===== config.mk =====
export PLATFORM = sky130hd
export DESIGN_NAME = ternary_layer_seq
export DESIGN_NICKNAME = d
export VERILOG_FILES = /design/src/rtl/ternary_layer_seq_pkg.sv /design/src/rtl/ternary_layer_seq_mac.sv /design/src/rtl/ternary_layer_seq.sv
export SDC_FILE = /design/constraint.sdc
export NUM_CORES = 1
export LEC_CHECK = 0
export CAP_MARGIN = 10
export CORE_MARGIN = 1.5
export CORE_UTILIZATION = 40
export CTS_CLUSTER_DIAMETER = 150
export DETAILED_ROUTE_END_ITERATION = 8
export GPL_ROUTABILITY_DRIVEN = 0
export PLACE_DENSITY = 0.74
export SLEW_MARGIN = 15
export SYNTH_ARGS = -nofsm -noshare
export SYNTH_HDL_FRONTEND = slang
export SYNTH_SLANG_ARGS = --single-unit

===== constraint.sdc =====
create_clock -name clk -period 4.2 [get_ports clk]
set_clock_uncertainty 0.2 [all_clocks]
set_input_delay 0.63 -clock clk [delete_from_list [all_inputs] [get_ports clk]]
set_output_delay 0.63 -clock clk [all_outputs]
set_load 0.005 [all_outputs]

===== src/rtl/ternary_layer_seq_pkg.sv =====
// Shared definitions for the ternary layer sequencer: weight encodings,
// FSM states, accumulator width and the activation clamp.
package ternary_layer_seq_pkg;

  localparam int ACC_W = 7;

  localparam logic [1:0] W_ZERO = 2'b00;
  localparam logic [1:0] W_POS  = 2'b01;
  localparam logic [1:0] W_NEG  = 2'b11;
  localparam logic [1:0] W_ILL  = 2'b10;

  localparam logic signed [ACC_W-1:0] ACT_MIN = 7'sd0;
  localparam logic signed [ACC_W-1:0] ACT_MAX = 7'sd3;

  typedef enum logic [2:0] {
    S_IDLE,
    S_PRIME,
    S_ACC,
    S_EMIT,
    S_DONE
  } state_t;

  // Saturate a signed sum into the 2-bit activation range.
  function automatic logic [1:0] act_clamp(input logic signed [ACC_W-1:0] a);
    if (a < ACT_MIN)      return ACT_MIN[1:0];
    else if (a > ACT_MAX) return ACT_MAX[1:0];
    else                  return a[1:0];
  endfunction

endpackage


===== src/rtl/ternary_layer_seq_mac.sv =====
// Ternary multiply-accumulate: acc_out <= acc_in + x*w, w in {0,+1,-1}.
// acc_sum exposes the next value so the owner can capture a finished sum
// on the same edge it lands in acc_out. The illegal code adds nothing.
module ternary_mac import ternary_layer_seq_pkg::*; (
  input  logic                    clk,
  input  logic                    rst_n,
  input  logic                    en,
  input  logic [1:0]              x,
  input  logic [1:0]              w,
  input  logic signed [ACC_W-1:0] acc_in,
  output logic signed [ACC_W-1:0] acc_sum,
  output logic signed [ACC_W-1:0] acc_out,
  output logic                    ill
);

  logic signed [ACC_W-1:0] prod;

  // Decode the weight into a signed product and flag the illegal code.
  always_comb begin
    prod = '0;
    ill  = 1'b0;
    if (en) begin
      case (w)
        W_POS:   prod = {{(ACC_W-2){1'b0}}, x};
        W_NEG:   prod = -{{(ACC_W-2){1'b0}}, x};
        W_ILL:   ill  = 1'b1;
        default: prod = '0;
      endcase
    end
  end

  // Modulo-128 add; wraps naturally at ACC_W bits.
  assign acc_sum = acc_in + prod;

  // Accumulator register; with en low it simply reloads acc_in.
  always_ff @(posedge clk or negedge rst_n) begin
    if (!rst_n) acc_out <= '0;
    else        acc_out <= acc_sum;
  end

endmodule


===== src/rtl/ternary_layer_seq.sv =====
// Sequential ternary neural layer: for each of N_OUT neurons, fetch N_IN
// ternary weights from an external one-cycle-latency memory, accumulate
// against captured 2-bit inputs, and emit the raw sum plus clamped activation.
module ternary_layer_seq import ternary_layer_seq_pkg::*; #(
  parameter  int N_IN  = 8,
  parameter  int N_OUT = 4,
  localparam int AW    = (N_IN * N_OUT > 1) ? $clog2(N_IN * N_OUT) : 1,
  localparam int OW    = (N_OUT > 1) ? $clog2(N_OUT) : 1
) (
  input  logic                    clk,
  input  logic                    rst_n,
  input  logic                    start,
  input  logic                    abort,
  input  logic [2*N_IN-1:0]       in_vec,
  output logic [AW-1:0]           w_addr,
  input  logic [1:0]              w_data,
  output logic                    busy,
  output logic                    out_valid,
  output logic [OW-1:0]           out_idx,
  output logic signed [ACC_W-1:0] out_acc,
  output logic [1:0]              out_act,
  output logic                    done,
  output logic                    err
);

  localparam int             IW     = (N_IN > 1) ? $clog2(N_IN) : 1;
  localparam logic [IW-1:0]  I_LAST = IW'(N_IN - 1);
  localparam logic [OW-1:0]  O_LAST = OW'(N_OUT - 1);

  state_t                  state;
  logic [IW-1:0]           i;
  logic [OW-1:0]           o;
  logic [AW-1:0]           ptr;   // address of element i of neuron o (= o*N_IN+i)
  logic [N_IN-1:0][1:0]    in_q;
  logic                    mac_en, mac_ill;
  logic signed [ACC_W-1:0] acc_in, acc_sum, acc_out;

  assign mac_en = (state == S_ACC);
  // PRIME zeroes the accumulator by feeding 0 back instead of acc_out.
  assign acc_in = (state == S_PRIME) ? '0 : acc_out;

  ternary_mac u_mac (
    .clk     (clk),
    .rst_n   (rst_n),
    .en      (mac_en),
    .x       (in_q[i]),
    .w       (w_data),
    .acc_in  (acc_in),
    .acc_sum (acc_sum),
    .acc_out (acc_out),
    .ill     (mac_ill)
  );

  assign busy = state inside {S_PRIME, S_ACC, S_EMIT};

  // Prefetch address: PRIME asks for element 0, each ACC cycle for i+1.
  // ptr walks linearly, so no o*N_IN multiply is needed.
  always_comb begin
    w_addr = '0;
    case (state)
      S_PRIME: w_addr = ptr;
      S_ACC:   w_addr = ptr + AW'(1);
      default: w_addr = '0;
    endcase
  end

  // Sequencer with registered result/strobe outputs.
  always_ff @(posedge clk or negedge rst_n) begin
    if (!rst_n) begin
      state     <= S_IDLE;
      i         <= '0;
      o         <= '0;
      ptr       <= '0;
      in_q      <= '0;
      out_valid <= 1'b0;
      out_idx   <= '0;
      out_acc   <= '0;
      out_act   <= '0;
      done      <= 1'b0;
      err       <= 1'b0;
    end else begin
      out_valid <= 1'b0;
      done      <= 1'b0;
      if (mac_ill) err <= 1'b1;
      if (state != S_IDLE && abort) begin
        state <= S_IDLE;
      end else begin
        case (state)
          S_IDLE: if (start && !abort) begin
            in_q  <= in_vec;
            i     <= '0;
            o     <= '0;
            ptr   <= '0;
            err   <= 1'b0;
            state <= S_PRIME;
          end
          S_PRIME: state <= S_ACC;
          S_ACC: begin
            i   <= i + 1'b1;
            ptr <= ptr + 1'b1;
            if (i == I_LAST) begin
              // Capture the final sum as it lands, so EMIT presents it.
              i         <= '0;
              out_valid <= 1'b1;
              out_idx   <= o;
              out_acc   <= acc_sum;
              out_act   <= act_clamp(acc_sum);
              state     <= S_EMIT;
            end
          end
          S_EMIT: begin
            if (o == O_LAST) begin
              done  <= 1'b1;
              state <= S_DONE;
            end else begin
              o     <= o + 1'b1;
              state <= S_PRIME;
            end
          end
          S_DONE:  state <= S_IDLE;
          default: state <= S_IDLE;
        endcase
      end
    end
  end

endmodule


## After elaboration in Yosys (flattened, before gate mapping)

Index checks and enable logic that the tools add are counted.

- $add $sub $neg: 5
- $mul: 0
- Div/mod/pow operators: 0
- Magnitude comparators: 3
- Eq/ne operators: 12
- Shifts and indexed selects: 0
- Mux-type cells: 33
- Bitwise gates (word level): 1
- Reductions and logical operators: 13

Operators with widths:

| operator | number |
|---|---|
| $pmux W5 S2 | 2 |
| $mux W3 | 6 |
| $mux W7 | 2 |
| $pmux W7 S2 | 1 |
| $mux W1 | 12 |
| $pmux W3 S4 | 1 |
| $mux W2 | 5 |
| $reduce_and A3 Y1 | 3 |
| $add A7 B7 Y7 | 1 |
| $gt A7 B3 Y1 const B | 1 |
| $lt A7 B1 Y1 const B | 1 |
| $neg A2 Y7 | 1 |
| $bmux W2 S3 | 1 |
| $eq A2 B2 Y1 const B | 3 |
| $eq A3 B2 Y1 const B | 2 |
| $pmux W3 S2 | 1 |
| $reduce_bool A3 Y1 | 2 |
| $add A5 B1 Y5 const B | 1 |
| $mux W5 | 1 |
| $lt A3 B4 Y1 const B | 1 |
| $ne A2 B2 Y1 const B | 2 |
| $pmux W2 S2 | 1 |
| $reduce_and A4 Y1 | 1 |
| $reduce_bool A2 Y1 | 2 |
| other kinds (12) | 13 |

- Register bits after elaboration: 50
- Latch bits: 0
- Memory bits (writable): 0
- ROM bits: 0
- Input port bits: 22
- Memories: 0

## Depth between registers and ports, before layout

- Depth after elaboration: 9
- Mapped depth: 15
- Mapped depth without buffers: 12

## Modules after synthesis

Synthesis repeated with hierarchy kept, for this count alone.

- Cell total of the unflattened synthesis: 207
- Area total of the unflattened synthesis: 2583.7 um^2

By module, submodules not included:

| module | instances | cells each | area an instance (um^2) |
|---|---|---|---|
| ternary_layer_seq | 1 | 160 | 2090.8 |
| ternary_mac | 1 | 47 | 493.0 |

## Worst setup path after synthesis

OpenSTA, ideal clock, no wires.

- Kind: flip-flop to flip-flop
- Start: reg i[0]
- End: reg out_act[1]
- Library setup time: 126 ps
- Arrival time: 3338 ps
- Data required time: 3874 ps
- Setup slack: 536 ps
- Stages on the path, launching flop included: 14
- Path buffers: 1
- Cells stage by stage: dfrtp_1 > clkbuf_1 > mux4_2 > mux2i_1 > ha_1 > a21oi_1 > nor2_1 > fa_1 > nor4b_1 > nor2_1 > nor3_1 > or3_1 > o211ai_2 > o32a_1

- Longest elaborated chain between the ends: 9

Ends and longest elaborated chain:

| what | RTL line | source |
|---|---|---|
| start, declared | ternary_layer_seq.sv:31 | `logic [IW-1:0] i;` |
| start signal, assigned | ternary_layer_seq.sv:99 | `i <= i + 1'b1;` |
| $bmux W2 S3 | ternary_layer_seq.sv:46 | `.x (in_q[i]),` |
| $mux W2 (implied by the code) | ternary_layer_seq.sv:46 |  |
| $neg A2 Y7 | ternary_layer_seq_mac.sv:25 | `W_NEG: prod = -{{(ACC_W-2){1'b0}}, x};` |
| $pmux W7 S2 | ternary_layer_seq_mac.sv:23 | `case (w)` |
| $mux W7 | ternary_layer_seq_mac.sv:22 | `if (en) begin` |
| $add A7 B7 Y7 | ternary_layer_seq_mac.sv:33 | `assign acc_sum = acc_in + prod;` |
| $gt A7 B3 Y1 | ternary_layer_seq_pkg.sv:26 | `else if (a > ACT_MAX) return ACT_MAX[1:0];` |
| $mux W2 | ternary_layer_seq_pkg.sv:26 |  |
| $mux W2 | ternary_layer_seq_pkg.sv:25 | `if (a < ACT_MIN) return ACT_MIN[1:0];` |
| end signal, assigned | ternary_layer_seq.sv:107 | `out_act <= act_clamp(acc_sum);` |
| end, declared | ternary_layer_seq.sv:21 | `output logic [1:0] out_act,` |

Parallel ways exist; a longest one is shown, timed or not. The select of a mux whose other input is x is not followed.
A chain may end at the register's enable or synchronous reset.

## Worst setup path in the final report

Ends and elaborated chain as after synthesis.

==> summary.txt <==
Synthesis
  • Post-synth EDFFs: 0
  • Syn_nets: 271
  • Netlist Area Pre-Place: around 2600 um^2
  • Yosys reg bits: 50
  • Syn Inst Count: between 200 and 250
  • Post-synth cell types: 50
  • Syn Area/Cell: 10.9 um^2
  • Synth Warn #: 0
  • Primary FF master, synth: dfrtp_1
  • Post-synth ARST share: 1.00
  • Sequential fraction of the synthesis area: 0.478

Floorplanning
  • Die Area: 7040 um^2
  • Initial Util: 0.412
  • Num ports: 42
  • Row count: 29
  • Core area: 6350 um^2
  • Die Ht: 83.9 um
  • DIE WIDTH: 83.9 um

Timing
  • Fin crit share: 0.933
  • Setup_tns: 0 ps
  • Count of pins over their slew limit: 0
  • Rel. slew slack: 0.581
  • Final setup violation count: 0
  • Final-report hold violation count: 0
  • FMAX: between 200 and 300 MHz
  • Unrepaired setup endpoints after global routing: no
  • Worst Tran Pin Value: 628 ps
  • Final min period: 3920 ps

CTS
  • Number of setup buffers added after CTS: 0
  • Skew-Pair Late Insertion Delay: 310 ps
  • CTS Sinks: 50
  • Max Buffers Root-to-Sink: 2
  • H-tree depth: 2
  • TritonCTS clock tree: yes
  • CTS buffer count: 5
  • Clock Tree Root: clkbuf_8
  • Clk slew on worst S/H paths: roughly 100 ps
  • Post-CTS Hold Buffers: 0
  • Post-cts resize count: 0

Route
  • Routed Antenna Nets: 0
  • Routed WL per cell: ~15 um
  • DR vias/cell: 5.53
  • Initial DRC Count: 163
  • # DRC: 0
  • Detailed-routing iteration count for the pre-antenna-repair pass: 4
  • Vias: 1980
  • DRT Wirelength: 5300 um

Global route
  • First-pass GRT wire length: 8980 um
  • Number of global-route vias before repair: 1832
  • Gr usage total: 0.159
  • GR Overflow Total: 0
  • Initial antenna violation count: 0
  • Largest net degree at the start of global routing: 51

Power
  • LEAKAGE: 1.45 nW
  • Switching power: 385 uW
  • Clk pwr share: 0.302
  • Sw Share: 0.286
  • Peak supply drop: 240 uV
  • Final Total Pwr: 1.35 mW
  • Seq pwr share: 0.465
  • Comb pwr share: 0.233
  • Pwr/cell area: 419 nW/um^2
  • Internal power: 964 uW

Placement
  • Port buffer count: about 40
  • Post-Place Cells: 350
  • Final HPWL from detailed placement: approximately 3800 um

Setup path
  • Critical Path RT: 4200 ps
  • Crit path DAT: 3920 ps
  • Worst Setup Start Kind: register
  • WS Path Type: reg2reg
  • Worst Setup End Kind: register
  • CP max FO: 7

Layout
  • Non-Filler Instances: 358
  • Diodes inserted: 0
  • Final core occ: 0.508
  • Layout cells sized above 1: 0.164
  • Fin nets: 311
  • Area growth syn-to-layout: 23.1%
  • Fill cells: 550

Min path
  • Worst min path class: in2async

Run
  • Maxcap violations: 0

Outcome
  • Run status: finished clean
==> cells in the mapped netlist, types with 3 or more instances <==
| master | number | area [um^2] |
|---|---|---|
| buf_2 | 3 | 15.0 |
| dfrtp_1 | 50 | 1250 |
| a22o_1 | 3 | 26.3 |
| o21ai_0 | 10 | 50.1 |
| nand2_1 | 40 | 150 |
| nand3b_1 | 3 | 22.5 |
| clkbuf_1 | 7 | 26.3 |
| mux4_2 | 4 | 90.1 |
| nand3_1 | 7 | 35.0 |
| mux2_2 | 18 | 203 |
| nor4b_1 | 3 | 26.3 |
| and2_1 | 5 | 31.3 |
| a21o_1 | 3 | 22.5 |
| nor3b_1 | 3 | 22.5 |
| xnor2_1 | 7 | 61.3 |
| nor2_1 | 16 | 60.1 |
| ha_1 | 8 | 100 |
| a21oi_1 | 4 | 20.0 |
| mux2i_1 | 3 | 30.0 |
| nor3_1 | 5 | 25.0 |
==> power by group through the flow <==
stage          clock [mW]  sequential (mW)  combinational, mW
3_3_place_gp            0            0.633              0.301
2_1_floorplan           0            0.597              0.250
6_report            0.407            0.627              0.315
3_5_place_dp            0            0.634              0.315
5_1_grt             0.438            0.640              0.346
4_1_cts             0.417            0.626              0.316
==> layer usage <==
layer	GRT usage	wire length, um	up-vias
met2	0.251	2500	61
met3	0.0366	244	8
li1	-	-	938
met1	0.218	2480	973
met4	0.0507	80	0
met5	0	0	-
==> critical path, stage by stage, from the launching register on <==
cell and delay (ps):
dfrtp_1 550, mux4_2 560, mux2i_1 220, ha_1 270, a21oi_1 140, nor2_1 80
fa_1 520, nor4b_1 340, nor2_1 100, nor3_1 210, or3_1 200, o211ai_2 110
o32a_1 300
==> through the flow <==
stage                     cell area [um^2]  setup slack (ps)  hold slack, ps
after CTS                             3220               297             237
after floorplan                       2620               536             134
after global placement                3090               483             265
after global routing                  3220              78.2             284
final                                 3220               283             215
after detailed placement              3090               374             269
==> path summary, 6_finish.rpt <==
| check | from | end | slack (ps) | depth (start not counted) |
|---|---|---|---|---|
| min in group clk | out_idx[1] | out_idx[1] | 280 | 2 |
| worst max register to register | i[0] | out_act[1] | 280 | 12 |
| worst min register to register | out_idx[1] | out_idx[1] | 280 | 2 |
| worst max-delay path | i[0] | out_act[1] | 280 | 12 |
| worst min-delay path | rst_n | o[1] | 220 | 2 |
| max in group asynchronous | rst_n | in_q[11] | 3170 | 2 |
==> registers in the layout (all words and copies together), names as in the netlist <==
signal,count
out_valid,1
out_idx,2
done,1
state,3
err,1
out_acc,7
in_q,16
o,2
ptr,5
out_act,2
i,3
u_mac.acc_out,7
==> cells by family (layout without fill, tap and decap cells) <==
family / Yosys count / count (layout) / share of synthesized area
buffers and inverters: 14 / 55 / 0.0292
adders and majority gates: 9 / 9 / 0.0459
AOI/OAI and AO/OA: 37 / 37 / 0.102
DFF: 50 / 50 / 0.478
muxes: 25 / 25 / 0.123
and+or+nand+nor: 97 / 97 / 0.195
xor gates and xnor gates: 8 / 8 / 0.0268
==> final cells by class <==
class,instances,area [um^2],area share
clock buffers,5,68.8,0.0214
clock inverters,3,68.8,0.0214
inverters,2,12.5,0.00388
multi-input cells,176,1290,0.400
flip-flops and latches,50,1250,0.388
well taps,77,96.3,0.0299
repair buffers,45,435,0.135
==> cells in the final DEF (no fill, tap or decap), types with 5 or more instances in the layout <==
cell / instances
ha_1: 8
nor3_1: 5
mux2_2: 18
nand2_1: 40
o21ai_0: 10
nand3_1: 7
nor2_1: 16
clkdlybuf4s50_1: 40
clkbuf_8: 5
and2_1: 5
dfrtp_1: 50
xnor2_1: 7
(Power assumes the default switching activity.)
